### config.mk
export PLATFORM = sky130hd
export DESIGN_NAME = stream_demux
export DESIGN_NICKNAME = d
export VERILOG_FILES = /design/src/rtl/stream_demux_pkg.sv /design/src/rtl/stream_demux_onehot_decoder.sv /design/src/rtl/stream_demux.sv
export SDC_FILE = /design/constraint.sdc
export NUM_CORES = 1
export LEC_CHECK = 0
export CAP_MARGIN = 20
export CORE_MARGIN = 8
export CORE_UTILIZATION = 41
export DETAILED_ROUTE_END_ITERATION = 8
export PLACE_DENSITY = 0.84
export SYNTH_ARGS = -nofsm -noshare
export SYNTH_HDL_FRONTEND = slang
export SYNTH_SLANG_ARGS = --single-unit
### constraint.sdc
create_clock -name clk -period 3.6 [get_ports clk]
set_input_delay 0.9 -clock clk [delete_from_list [all_inputs] [get_ports clk]]
set_output_delay 0.9 -clock clk [all_outputs]
set_load 0.02 [all_outputs]
### src/rtl/stream_demux_pkg.sv
// Shared types and helpers for the stream_demux block: slot state encoding,
// drop counter width and a bounded one-hot helper used by the decoder.
package stream_demux_pkg;

    typedef enum logic {S_EMPTY, S_FULL} slot_state_t;

    localparam int DROP_CNT_W = 8;
    localparam int MAX_OUT    = 16;

    // Returns a one-hot vector for sel; all zeros when sel lies outside 0..n-1.
    function automatic logic [MAX_OUT-1:0] onehot(input logic [3:0] sel, input int n);
        logic [MAX_OUT-1:0] vec;
        vec = '0;
        if (int'(sel) < n) begin
            vec[sel] = 1'b1;
        end
        return vec;
    endfunction

endpackage

### src/rtl/stream_demux_onehot_decoder.sv
// Parametrised SEL_W -> NUM_OUT one-hot decoder with a valid qualifier;
// the generalised form of the old enable-gated 3-to-8 decoder.
module onehot_decoder
    import stream_demux_pkg::*;
#(
    parameter int NUM_OUT = 8,
    parameter int SEL_W   = $clog2(NUM_OUT)
) (
    input  logic [SEL_W-1:0]   sel,
    input  logic               valid,
    output logic [NUM_OUT-1:0] onehot_out
);

    always_comb begin
        onehot_out = '0;
        if (valid) begin
            onehot_out = NUM_OUT'(onehot(4'(sel), NUM_OUT));
        end
    end

endmodule

### src/rtl/stream_demux.sv
// Registered 1-to-NUM_OUT valid/ready demultiplexer with a single holding slot,
// global enable and out-of-range select dropping with a saturating drop count.
module stream_demux
    import stream_demux_pkg::*;
#(
    parameter  int NUM_OUT = 8,
    parameter  int DATA_W  = 8,
    localparam int SEL_W   = $clog2(NUM_OUT)
) (
    input  logic                  clk,
    input  logic                  rst_n,
    input  logic                  en,
    input  logic                  in_valid,
    output logic                  in_ready,
    input  logic [DATA_W-1:0]     in_data,
    input  logic [SEL_W-1:0]      in_sel,
    output logic [NUM_OUT-1:0]    out_valid,
    input  logic [NUM_OUT-1:0]    out_ready,
    output logic [DATA_W-1:0]     out_data,
    output logic                  bad_sel,
    output logic [DROP_CNT_W-1:0] drop_cnt
);

    localparam logic [SEL_W:0] SEL_LIMIT = (SEL_W + 1)'(NUM_OUT);

    slot_state_t             state_q, state_d;
    logic [DATA_W-1:0]       data_q;
    logic [SEL_W-1:0]        dest_q;
    logic                    bad_q;
    logic [DROP_CNT_W-1:0]   drop_q;

    logic drain, accept, sel_ok, load, drop;

    onehot_decoder #(
        .NUM_OUT (NUM_OUT),
        .SEL_W   (SEL_W)
    ) u_decoder (
        .sel        (dest_q),
        .valid      (state_q == S_FULL),
        .onehot_out (out_valid)
    );

    // out_valid is already gated by FULL, so any overlap with out_ready is the
    // selected channel taking the word.
    assign drain    = |(out_valid & out_ready);
    assign in_ready = rst_n & en & ((state_q == S_EMPTY) | drain);
    assign accept   = in_valid & in_ready;
    assign sel_ok   = {1'b0, in_sel} < SEL_LIMIT;

    always_comb begin
        state_d = state_q;
        load    = accept & sel_ok;
        drop    = accept & ~sel_ok;
        case (state_q)
            S_EMPTY: if (load) state_d = S_FULL;
            S_FULL:  if (drain && !load) state_d = S_EMPTY;
            default: state_d = S_EMPTY;
        endcase
    end

    always_ff @(posedge clk) begin
        if (!rst_n) begin
            state_q <= S_EMPTY;
            data_q  <= '0;
            dest_q  <= '0;
            bad_q   <= 1'b0;
            drop_q  <= '0;
        end else begin
            state_q <= state_d;
            bad_q   <= drop;
            if (load) begin
                data_q <= in_data;
                dest_q <= in_sel;
            end
            if (drop && (drop_q != '1)) begin
                drop_q <= drop_q + 1'b1;
            end
        end
    end

    assign out_data = data_q;
    assign bad_sel  = bad_q;
    assign drop_cnt = drop_q;

endmodule

==> metrics.txt <==
# TYPE chip_impl_metric gauge
chip_impl_info{name="status",value="completed"} 1
chip_impl_info{name="synth_commonest_cells",value="20 x sky130_fd_sc_hd__nand2_1, 15 x sky130_fd_sc_hd__nor2_1, 12 x sky130_fd_sc_hd__dfxtp_1, 11 x sky130_fd_sc_hd__and3_1, 9 x sky130_fd_sc_hd__buf_4"} 1
chip_impl_metric{name="die-height",unit="um"} 63.0
chip_impl_metric{name="switchingPower",unit="mW"} 0.101
chip_impl_metric{name="clkPwrFrac",unit="%"} 25.0
chip_impl_metric{name="powerDensity",unit="mW/mm2"} 258
chip_impl_metric{name="syn_to_final_growth",unit="%"} 41.8
chip_impl_metric{name="place_area",unit="mm2"} 0.00126
chip_impl_metric{name="peakVddDrop",unit="uV"} 191
chip_impl_metric{name="final-seq-area",unit="um2"} 240
chip_impl_metric{name="level_count_of_the_clock_h_tree",unit=""} 1
chip_impl_metric{name="dr_total_vias",unit=""} 1004
chip_impl_metric{name="async_flop_share",unit="%"} 0
chip_impl_metric{name="first_iter_violations",unit=""} 20
chip_impl_info{name="end_kind",value="output port"} 1
chip_impl_metric{name="synth-seq-cells",unit=""} 12
chip_impl_metric{name="grt.total_usage",unit="%"} 12.6
chip_impl_metric{name="layout.cell_area.non_filler",unit="mm2"} 0.00128
chip_impl_info{name="yosys_most_used_dff",value="sky130_fd_sc_hd__dfxtp_1"} 1
chip_impl_metric{name="post_cts_hold_buffer_count",unit=""} 0
chip_impl_info{name="synth.most_common_cell",value="sky130_fd_sc_hd__nand2_1"} 1
chip_impl_info{name="critical_path_class",value="input port to output port"} 1
chip_impl_metric{name="drt_pass1_iterations",unit=""} 4
chip_impl_metric{name="yosys.cell_types.count",unit=""} 30
chip_impl_metric{name="ys.warnings.count",unit=""} 0
chip_impl_metric{name="fin_worst_skew",unit="ps"} 1.38
chip_impl_metric{name="clock_latency",unit="ps"} 270
chip_impl_metric{name="gr-total-overflow",unit=""} 0
chip_impl_metric{name="core",unit="mm2"} 0.00215
chip_impl_metric{name="detailed_route_wire_length",unit="um"} 2550
chip_impl_metric{name="timing.final.hold_violations",unit=""} 0
chip_impl_metric{name="first_pass_grt_wire_length",unit="um"} 4280
chip_impl_info{name="cts.root.buffer_cell",value="sky130_fd_sc_hd__clkbuf_4"} 1
chip_impl_metric{name="fin_nets",unit=""} 181
chip_impl_metric{name="sw_frac_of_total",unit="%"} 30.6
chip_impl_metric{name="critPathMaxStageDelay",unit="ps"} 390
chip_impl_info{name="crit-reg2reg-launch",value="dest_q[2]$_SDFFE_PN0P_"} 1
chip_impl_info{name="synthDominantAreaCellType",value="sky130_fd_sc_hd__dfxtp_1"} 1
chip_impl_metric{name="synth.cell_area",unit="um2"} 905
chip_impl_metric{name="power.sequential.fraction",unit="%"} 45.1
chip_impl_metric{name="power_report.internal_total",unit="mW"} 0.230
chip_impl_metric{name="n_diodes",unit=""} 0
chip_impl_metric{name="seq_area_frac_synth",unit="%"} 26.6
chip_impl_info{name="timing.critical_path.cells",value="clkdlybuf4s50_1 > mux2_1 > a32o_2 > nand2b_1 > and3_1 > dlygate4sd2_1"} 1
chip_impl_metric{name="vias_per_cell",unit=""} 5.46
chip_impl_metric{name="routedWlPerCell",unit="um"} 13.9
chip_impl_info{name="holdCritStartpoint",value="out_data[1]$_SDFFE_PN0P_"} 1
chip_impl_metric{name="totalNegativeSetupSlack",unit="ps"} 0
chip_impl_metric{name="critical_path_arrival",unit="ps"} 2510
chip_impl_metric{name="nFillCells",unit=""} 215
chip_impl_metric{name="maxClockFrequency",unit="MHz"} 293
chip_impl_metric{name="path_clk_slew",unit="ps"} 70
chip_impl_info{name="grt_setup_unrepaired",value="no"} 1
chip_impl_metric{name="grt_start_max_net_pins",unit=""} 28
chip_impl_metric{name="multiInputGateArea",unit="um2"} 573
chip_impl_metric{name="synth_enable_flop_cells",unit=""} 0
chip_impl_metric{name="number_of_global_route_vias_before_repair",unit=""} 974
chip_impl_info{name="yosys-top-cells-area",value="sky130_fd_sc_hd__dfxtp_1 27%, sky130_fd_sc_hd__nand2_1 8.3%, sky130_fd_sc_hd__and3_1 7.6%"} 1
chip_impl_metric{name="tightestPinTransition",unit="ps"} 538
chip_impl_metric{name="place.detailed.hpwl",unit="um"} 1990
chip_impl_metric{name="synth.avg_cell_area",unit="um2"} 7.41
chip_impl_metric{name="post-route-min-period",unit="ps"} 3410
chip_impl_info{name="timing.critical_path.slowest_stage_cell",value="sky130_fd_sc_hd__clkdlybuf4s50_1"} 1
chip_impl_metric{name="power.combinational.fraction",unit="%"} 29.9
chip_impl_metric{name="cts.sinks",unit=""} 12
chip_impl_metric{name="crit_path_max_fanout",unit=""} 2
chip_impl_metric{name="antenna_found_initial",unit=""} 0
chip_impl_metric{name="start_util",unit="%"} 42.1
chip_impl_metric{name="global_placer_s_final_weighted_congestion",unit=""} 0.737
chip_impl_info{name="cp-startpoint",value="out_ready[5]"} 1
chip_impl_metric{name="leakage",unit="nW"} 0.522
chip_impl_metric{name="post_synth_inst_count",unit=""} 122
chip_impl_metric{name="relative_slew_margins",unit="%"} 64.1
chip_impl_metric{name="port_buffers",unit=""} 39
chip_impl_info{name="cts_tree",value="done"} 1
chip_impl_metric{name="max_cap_violations",unit=""} 0
chip_impl_metric{name="width_of_the_chip",unit="um"} 63.0
chip_impl_metric{name="post_route_cells_drive_above_1_share",unit="%"} 6.41
chip_impl_metric{name="io_pins",unit=""} 49
chip_impl_metric{name="cts_buffers",unit=""} 3
chip_impl_metric{name="detail_route.drc_violations",unit=""} 0
chip_impl_metric{name="floorplan.rows",unit=""} 17
chip_impl_metric{name="yosys.area.top_type_share",unit="%"} 26.6
chip_impl_info{name="critPathLaunchType",value="input port"} 1
chip_impl_info{name="hold_path_class",value="register to register"} 1
chip_impl_metric{name="timing.critical_path.required",unit="ps"} 2700
chip_impl_metric{name="min_period_over_period",unit="%"} 94.7
chip_impl_metric{name="report.final.slew_viol_count",unit=""} 0
chip_impl_metric{name="fp.dieArea",unit="mm2"} 0.00397
chip_impl_metric{name="setup_viol",unit=""} 0
chip_impl_metric{name="final_antenna_net_count",unit=""} 0
chip_impl_metric{name="clk_path_buf_depth",unit=""} 2
-- power by group through the flow --
stage	sequential, mW	combinational, mW	clock, mW
after floorplan	0.156	0.0572	0
after global placement	0.152	0.0968	0
after detailed placement	0.152	0.0992	0
after CTS	0.149	0.0994	0.0849
after global routing	0.151	0.108	0.0894
final	0.149	0.0990	0.0828
-- state kept, by name (all words and copies together), names as in the netlist --
name and count:
state_q 1, dest_q 3, out_data 8
-- layout make-up --
cell class / instances / share of cell area [%]
Sequential cell: 12 / 18.7
Tap cell: 28 / 2.73
Timing Repair Buffer: 42 / 32.1
Multi-Input combinational cell: 99 / 44.7
Clock buffer: 3 / 1.76
-- metal layers --
metal	part of all wire (%)	track usage [%]	vias to the layer above
li1	-	-	493
met4	1.1	4.27	0
met3	11	5.02	3
met5	0	0	-
met2	47	21.0	52
met1	42	14.0	456
-- stage by stage --
step	hold WS, ps	worst slack [ps]	util, %	cells	total power, mW
after detailed placement	536	-38.4	58.7	181	0.252
after floorplan	532	870	-	130	0.213
after global routing	568	132	59.7	184	0.348
after global placement	512	-25.3	58.7	181	0.249
after CTS	542	182	59.7	184	0.334
final	538	191	59.7	184	0.331
-- critical path, delay by kind of cell --
family / cells / cell delay (ps)
multiplexers: 1 / 320
AO/OA/AOI/OAI: 1 / 250
buffers and inverters: 2 / 710
AND/OR/NAND/NOR: 2 / 330
-- timing repair --
item                       CTS  global route
buffers inserted             0             0
resized for setup            1             0
setup endpoints to repair    1             0
-- layout by cell type (no fill, tap or decap), types with 2 or more instances in the layout --
| cell | instances |
|---|---|
| sky130_fd_sc_hd__dfxtp_1 | 12 |
| sky130_fd_sc_hd__nor3_1 | 3 |
| sky130_fd_sc_hd__a21oi_1 | 7 |
| sky130_fd_sc_hd__nand2b_1 | 4 |
| sky130_fd_sc_hd__and3_1 | 11 |
| sky130_fd_sc_hd__a211o_1 | 3 |
| sky130_fd_sc_hd__o311ai_0 | 7 |
| sky130_fd_sc_hd__mux2i_1 | 2 |
| sky130_fd_sc_hd__o211ai_1 | 2 |
| sky130_fd_sc_hd__conb_1 | 9 |
| sky130_fd_sc_hd__nand2_1 | 20 |
| sky130_fd_sc_hd__buf_4 | 3 |
| sky130_fd_sc_hd__a32o_1 | 3 |
| sky130_fd_sc_hd__clkdlybuf4s50_1 | 38 |
| sky130_fd_sc_hd__clkbuf_4 | 3 |
| sky130_fd_sc_hd__nor2_1 | 15 |
-- logic make-up after synthesis --
group	Yosys count	share of synthesized area (%)
AO/OA/AOI/OAI	27	23.7
buffers and inverters	19	13.4
flip-flops	12	26.6
multiplexers	4	5.12
other	1	0.415
AND/OR/NAND/NOR	59	30.8
-- path summary, 6_finish.rpt --
| path | to | slack [ps] | depth (start not counted) |
|---|---|---|---|
| worst max-delay path | in_ready | 190 | 6 |
| worst min-delay path | out_data[1]$_SDFFE_PN0P_ | 540 | 2 |
| worst max register to register | out_data[4]$_SDFFE_PN0P_ | 1690 | 5 |
| worst min register to register | out_data[1]$_SDFFE_PN0P_ | 540 | 2 |
Power figures use the tool's default switching activity.
